### src/rtl/octave_btn_conditioner.sv
// Debounces the octave up/down pushbuttons into single-cycle pulses; a press pulses DEBOUNCE_CYCLES+2 cycles after the first raw sample.
// No backpressure: pulses are fire-and-forget, and simultaneous requests on both channels cancel each other.
module octave_btn_conditioner #(
  parameter int DEBOUNCE_CYCLES = 1000,
  parameter int CNT_W           = 16
) (
  input  logic clk,
  input  logic nrst,
  input  logic oct_up_btn,
  input  logic oct_down_btn,
  output logic oct_up,
  output logic oct_down
);

  typedef enum logic [1:0] {
    IDLE         = 2'd0,
    PRESS_WAIT   = 2'd1,
    HELD         = 2'd2,
    RELEASE_WAIT = 2'd3
  } state_t;

  localparam logic [CNT_W-1:0] CNT_LAST = CNT_W'(DEBOUNCE_CYCLES - 1);

  // Bit 0 is the up channel, bit 1 the down channel.
  logic [1:0] raw;
  logic [1:0] s1;
  logic [1:0] s2;
  logic [1:0] req;

  assign raw = {oct_down_btn, oct_up_btn};

  always_ff @(posedge clk or negedge nrst) begin
    if (!nrst) begin
      s1 <= 2'b00;
      s2 <= 2'b00;
    end else begin
      s1 <= raw;
      s2 <= s1;
    end
  end

  for (genvar ch = 0; ch < 2; ch++) begin : g_ch
    state_t           state;
    logic [CNT_W-1:0] cnt;
    logic             req_q;

    always_ff @(posedge clk or negedge nrst) begin
      if (!nrst) begin
        state <= IDLE;
        cnt   <= '0;
        req_q <= 1'b0;
      end else begin
        req_q <= 1'b0;
        case (state)
          IDLE: begin
            if (s2[ch]) begin
              state <= PRESS_WAIT;
              cnt   <= CNT_W'(1);
            end else begin
              cnt   <= '0;
            end
          end
          PRESS_WAIT: begin
            if (!s2[ch]) begin
              state <= IDLE;
              cnt   <= '0;
            end else if (cnt == CNT_LAST) begin
              state <= HELD;
              cnt   <= '0;
              req_q <= 1'b1;
            end else begin
              cnt   <= cnt + CNT_W'(1);
            end
          end
          HELD: begin
            if (!s2[ch]) begin
              state <= RELEASE_WAIT;
              cnt   <= CNT_W'(1);
            end
          end
          RELEASE_WAIT: begin
            // A level that returns high before it has been stable is a release bounce.
            if (s2[ch]) begin
              state <= HELD;
              cnt   <= '0;
            end else if (cnt == CNT_LAST) begin
              state <= IDLE;
              cnt   <= '0;
            end else begin
              cnt   <= cnt + CNT_W'(1);
            end
          end
          default: begin
            state <= IDLE;
            cnt   <= '0;
          end
        endcase
      end
    end

    assign req[ch] = req_q;
  end

  // A request on both channels in the same cycle is ambiguous, so neither side pulses.
  always_ff @(posedge clk or negedge nrst) begin
    if (!nrst) begin
      oct_up   <= 1'b0;
      oct_down <= 1'b0;
    end else begin
      oct_up   <= req[0] & ~req[1];
      oct_down <= req[1] & ~req[0];
    end
  end

endmodule

### config.mk
export PLATFORM = sky130hd
export DESIGN_NAME = octave_btn_conditioner
export DESIGN_NICKNAME = d
export VERILOG_FILES = /design/src/rtl/octave_btn_conditioner.sv
export SDC_FILE = /design/constraint.sdc
export NUM_CORES = 1
export LEC_CHECK = 0
export BUFFER_PORTS_ARGS = -buffer_cell sky130_fd_sc_hd__buf_4
export CAP_MARGIN = 20
export CORE_ASPECT_RATIO = 1.75
export CORE_UTILIZATION = 55
export CTS_CLUSTER_SIZE = 14
export DETAILED_ROUTE_END_ITERATION = 7
export PLACE_DENSITY_LB_ADDON = 0.25
export SYNTH_ARGS = -nofsm -noshare
export SYNTH_HDL_FRONTEND = slang
export SYNTH_SLANG_ARGS = --single-unit
### constraint.sdc
create_clock -name clk -period 2.4 [get_ports clk]
set_input_delay 0.72 -clock clk [delete_from_list [all_inputs] [get_ports clk]]
set_output_delay 0.72 -clock clk [all_outputs]
set_load 0.005 [all_outputs]
==> impl_metrics.tcl, run 1 <==
set metrics [dict create \
    crit_type "flip-flop to flip-flop" \
    synth-edff-count 0 \
    synth-seq-cells 44 \
    grt_max_degree 45 \
    initial_core_util_pct 57.4 \
    core_area_um2 3870 \
    num_vias 1759 \
    die_x_um 50.0 \
    cp-start-kind "flip-flop" \
    synth-async-reset-ratio_pct 100 \
    synthesis.nets 228 \
    leakagePower_uw 0.000988 \
    instances_no_fill 284 \
    io_pins 6 \
    grt_remaining_overflow 0 \
    place_inst 276 \
    worst_clock_skew_ns 0.00857 \
    avgViaCountPerCell 6.19 \
    root_buffer "clkbuf_8" \
    grt_use_total_pct 23.9 \
    dieArea_um2 4310 \
    first_global_vias 1785 \
    cts_hold_buf 0 \
    seq_area_frac_synth_pct 49.6 \
    slew_headroom_pct 63.8 \
    cts_htree_levels 2 \
    globalplace.congestion 0.834 \
    rows 30 \
    pwr_density_cell_nw_per_um2 682 \
    synthDistinctLibCells 43 \
    syn_area_um2 2220 \
    reg2regPathDepth 4 \
    r2r_end "g_ch[0].cnt[15]$_DFFE_PN0P_" \
    drc 0 \
    n_fill_cell 329 \
    status "finished, final reports clean" \
    path_clk_slew_ns 0.08 \
    post_cts_buffers 0 \
    dr.pass1.iters 4 \
    worstPathMaxFanout 15 \
    dr.first_iter.drc_count 38 \
    end_kind "flip-flop" \
    worst_ep_arrival_time_ns 2.41 \
    yosysWarnings 0 \
    finalSetupViolations 0 \
    syn_inst 222 \
    tightestPinTransition_ns 0.543 \
    clk_path_buf_depth 2 \
    diodes 0 \
    dp_hpwl_mm 3.26 \
    synthFlopType "dfrtp_1" \
    syn2layout_area_growth_pct 10.9 \
    fin_crit_ns 2.18 \
    rsz0062_at_grt "no" \
    crit_required_ns 2.63 \
    hold_violations 0 \
    grt_antenna_before_repair 0 \
    numPortBuffers 5 \
    hold_path_class "flip-flop to flip-flop" \
    worstSkewPairLatency_ns 0.30 \
    drive_gt1_share_pct 11.9 \
    hold-path-endpoint "s2[0]$_DFF_PN0_" \
    post_cts_resized 0 \
    drv_cap 0 \
    tns_ns 0 \
    avgRoutedWirePerCell_um 16.1 \
    fmax_ghz 0.458 \
    cts_tree "done" \
    whs_path_depth 0 \
    die_h_um 86.1 \
    fin_crit_sh_pct 90.9 \
    worstReg2RegStart "s2[0]$_DFF_PN0_" \
    nets 241 \
    drtAntennaViolNets 0 \
    hold_start "s1[0]$_DFF_PN0_" \
    syn_area_per_cell_um2 10.0 \
    cts_buffers 5 \
    grt_pass1_wl_mm 7.75 \
    r2r_slack_ns 0.22 \
    finalMaxSlewViolations 0 \
    max-vdd-ir-drop_v 0.000501 \
    clock-sinks 44 \
    drt-total-wl_mm 4.57 \
]
-- power breakdown --
| group | switching (µW) | internal [µW] | total, µW | leakage (µW) |
|---|---|---|---|---|
| Combinational | 156 | 134 | 290 | 0.000340 |
| Clock | 256 | 308 | 564 | 0.0000541 |
| Sequential | 45.0 | 781 | 826 | 0.000594 |
| Total | 457 | 1220 | 1680 | 0.000988 |
-- placed cells by master, fill, tap and decap left out, types with 7 or more instances in the layout --
cell	synthesis	layout
o21ai_0	9	9
or4_1	8	8
nand4_1	7	7
nor2_1	17	17
dfrtp_1	44	44
buf_4	1	10
nand3_1	13	13
nand2_1	18	18
a21oi_1	10	10
nor3_1	7	7
xnor2_1	10	10
nor4_1	8	8
-- kinds of logic (layout without fill, tap and decap cells) --
| group | Yosys count | after routing | share of synthesized area (%) |
|---|---|---|---|
| flip-flops | 44 | 44 | 49.6 |
| multiplexers | 2 | 2 | 1.01 |
| adder cells (fa/ha/maj) | 2 | 2 | 1.13 |
| AO/OA/AOI/OAI | 41 | 41 | 12.2 |
| XOR/XNOR | 15 | 15 | 5.92 |
| buffers and inverters | 8 | 22 | 1.58 |
| AND/OR/NAND/NOR | 110 | 110 | 28.6 |
-- layout make-up --
class	instances	area, µm²	share of cell area, %
flip-flops and latches	44	1100	44.7
well taps	48	60.1	2.44
clock buffers	5	68.8	2.79
clock inverters	3	42.5	1.73
multi-input cells	170	1080	44.0
inverters	3	11.3	0.457
repair buffers	11	95.1	3.86
-- through the flow --
stage               hold slack [ns]  total power (µW)  instance area, µm²  setup slack [ns]  util, %
floorplan                     0.331              1020                2220             0.383        -
global placement              0.334              1120                2350             0.252     60.8
detailed placement            0.339              1130                2350             0.238     60.8
CTS                           0.353              1700                2460             0.222     63.7
global route                  0.352              1760                2460             0.155     63.7
finish                        0.352              1680                2460             0.217     63.7
-- registers in the layout (all words and copies together), names as in the netlist, named ones only --
register    count
g_ch.cnt       32
oct_down        1
g_ch.state      2
s2              2
s1              2
oct_up          1
g_ch.req_q      2
-- synthesized netlist by cell type (5+ instances only) --
cell type,instances,area [µm²]
nor2b_1,5,31.3
a21oi_1,10,50.1
o31ai_1,6,45.0
nand4_1,7,43.8
nand2_1,18,67.6
or4_1,8,60.1
dfrtp_1,44,1100
xor2_1,5,43.8
nand3_1,13,65.1
a22o_1,5,43.8
or3_1,6,37.5
nor3_1,7,35.0
nor4_1,8,50.1
nor2_1,17,63.8
o21ai_0,9,45.0
xnor2_1,10,87.6
-- worst max path at each step --
stage                                 from                     endpoint  slack, ns  cells past startpoint
6_report                   s2[0]$_DFF_PN0_  g_ch[0].cnt[15]$_DFFE_PN0P_       0.22                      4
5_1_grt                    s2[0]$_DFF_PN0_  g_ch[0].cnt[15]$_DFFE_PN0P_       0.15                      4
4_1_cts                    s2[0]$_DFF_PN0_  g_ch[0].cnt[15]$_DFFE_PN0P_       0.22                      4
3_5_place_dp               s2[0]$_DFF_PN0_  g_ch[0].cnt[15]$_DFFE_PN0P_       0.24                      4
3_3_place_gp               s2[0]$_DFF_PN0_  g_ch[0].cnt[15]$_DFFE_PN0P_       0.25                      4
2_1_floorplan  g_ch[0].cnt[10]$_DFFE_PN0P_  g_ch[0].cnt[14]$_DFFE_PN0P_       0.38                      5
-- metal layers --
metal | wire length [µm] | GRT usage [%]
met5 | 0 | 0
met4 | 197 | 16.4
met3 | 67 | 3.37
met2 | 2570 | 45.3
met1 | 1740 | 22.4
-- worst max-delay path, stage by stage, from the launching register on --
cell	delay (ns)
dfrtp_1	0.44
and3b_4	0.27
or4_1	0.69
or4_4	0.56
a21oi_2	0.14
Note: power is estimated with default switching activity, not from simulation.
==> run 2, diff against run 1 <==
- CORE_ASPECT_RATIO: 1.75 -> 1.25
==> run 2 against run 1 <==
Final cell count is 0.70% higher. Clock skew is 0.0013 ns lower. Via count is 5.1% lower. Worst hold slack worse by 0.0040 ns. Largest power group unchanged. Register-to-register slack better by 0.06 ns. Sequential power is 0.8% higher. Combinational power is 11% lower. Worst setup slack better by 0.064 ns. Clock-buffer cell count stayed put. Largest cell class unchanged.
==> impl_metrics.tcl, run 2 (synthesized netlist as in run 1, its figures left out) <==
set metrics [dict create \
    status "finished, final reports clean" \
    cpPeakStageDelay_ns 0.65 \
    grt_use_total_pct 21.2 \
    initial_core_util_pct 58.2 \
    p_sw_uw 456 \
    grt_remaining_overflow 0 \
    drv_cap 0 \
    p_clk_share_pct 34.5 \
    syn2layout_area_growth_pct 9.58 \
    largest_reg_flops 32 \
    finalMaxSlewViolations 0 \
    largest-register "g_ch.cnt" \
    dieArea_um2 4300 \
    clock-sinks 44 \
    globalplace.congestion 0.805 \
    avgViaCountPerCell 5.84 \
    crit_family "simple AND/OR/NAND/NOR gates" \
    dp_hpwl_mm 2.75 \
    io_pins 6 \
    avgRoutedWirePerCell_um 13.7 \
    cts_tree "done" \
    max-vdd-ir-drop_v 0.000460 \
    fin_hold_ws_ns 0.348 \
    layout_commonest_cell "dfrtp_1" \
    cts_buffers 5 \
    drt-total-wl_mm 3.93 \
    dr.pass1.iters 4 \
    path_buf_inv 0 \
    cp-start-kind "flip-flop" \
    cts_htree_levels 2 \
    worst_ep_arrival_time_ns 2.35 \
    leakagePower_uw 0.000965 \
    placed_area_um2 2320 \
    numPortBuffers 5 \
    crit_required_ns 2.63 \
    worstPathMaxFanout 15 \
    switching_share_pct 27.4 \
    grt_antenna_before_repair 0 \
    pwr_density_cell_nw_per_um2 685 \
    drive_gt1_share_pct 10.3 \
    end_kind "flip-flop" \
    dr.first_iter.drc_count 134 \
    worstSkewPairLatency_ns 0.30 \
    p_total_uw 1670 \
    core_area_um2 3820 \
    worst_clock_skew_ns 0.00730 \
    crit_slowest_cell "or4_1" \
    num_vias 1669 \
    die_x_um 58.8 \
    grt_pass1_wl_mm 6.91 \
    post-route-util_pct 63.8 \
    cts_hold_buf 0 \
    hold_path_class "flip-flop to flip-flop" \
    tns_ns 0 \
    finalSetupViolations 0 \
    die_h_um 73.0 \
    clk_path_buf_depth 2 \
    diodes 0 \
    seqPwrFrac_pct 50.0 \
    fin_area_um2 2430 \
    grt_max_degree 45 \
    p_int_uw 1210 \
    fmax_ghz 0.472 \
    post_cts_resized 0 \
    post_cts_buffers 0 \
    path_cells "and3b_4 > or4_1 > or4_4 > a21oi_2" \
    slew_headroom_pct 64.8 \
    tightestPinTransition_ns 0.525 \
    rsz0062_at_grt "no" \
    root_buffer "clkbuf_8" \
    pwr-share-comb_pct 15.5 \
    fin_crit_sh_pct 88.3 \
    fin_crit_ns 2.12 \
    first_global_vias 1655 \
    rows 25 \
    drc 0 \
    r2r_slack_ns 0.28 \
    crit_type "flip-flop to flip-flop" \
    drtAntennaViolNets 0 \
    hold_violations 0 \
    path_clk_slew_ns 0.09 \
    final_cell_mix "dfrtp_1 (44), nand2_1 (18), nor2_1 (17)" \
    nets 237 \
]
run 2: metrics by stage:
step / cells / setup WS (ns)
after floorplan: 222 / 0.383
after global placement: 278 / 0.328
after detailed placement: 278 / 0.312
after CTS: 286 / 0.289
after global routing: 286 / 0.184
final: 286 / 0.282
run 2: cell type report:
type,instances,area [µm²]
multi-input cells,170,1080
clock buffers,5,68.8
inverters,3,11.3
fillers,313,1380
repair buffers,7,52.6
clock inverters,3,47.5
well taps,54,67.6
flip-flops and latches,44,1100
run 2: per-layer routing:
metal | track usage [%] | share of wire, %
met4 | 11.4 | 1.8
met3 | 3.90 | 2.4
met2 | 36.6 | 51
met5 | 0 | 0
met1 | 24.6 | 45
run 2: worst register-to-register path: stages, from the launching register on:
cell and delay, ns:
dfrtp_1 0.44, and3b_4 0.27, or4_1 0.65, or4_4 0.55
a21oi_2 0.14
run 2: final timing paths:
kind | depth (start not counted) | end | start
min | 0 | s2[0]$_DFF_PN0_ | s1[0]$_DFF_PN0_
min reg2reg | 0 | s2[0]$_DFF_PN0_ | s1[0]$_DFF_PN0_
min in group asynchronous | 1 | g_ch[0].cnt[9]$_DFFE_PN0P_ | nrst
max | 4 | g_ch[0].cnt[15]$_DFFE_PN0P_ | s2[0]$_DFF_PN0_
max in group asynchronous | 1 | g_ch[0].cnt[2]$_DFFE_PN0P_ | nrst
max reg2reg | 4 | g_ch[0].cnt[15]$_DFFE_PN0P_ | s2[0]$_DFF_PN0_
run 2: power groups by stage:
stage	Clock (µW)	Combinational, µW	Sequential [µW]
global placement	0	259	844
global route	615	295	841
detailed placement	0	259	846
finish	575	259	833
floorplan	0	190	834
CTS	591	261	831
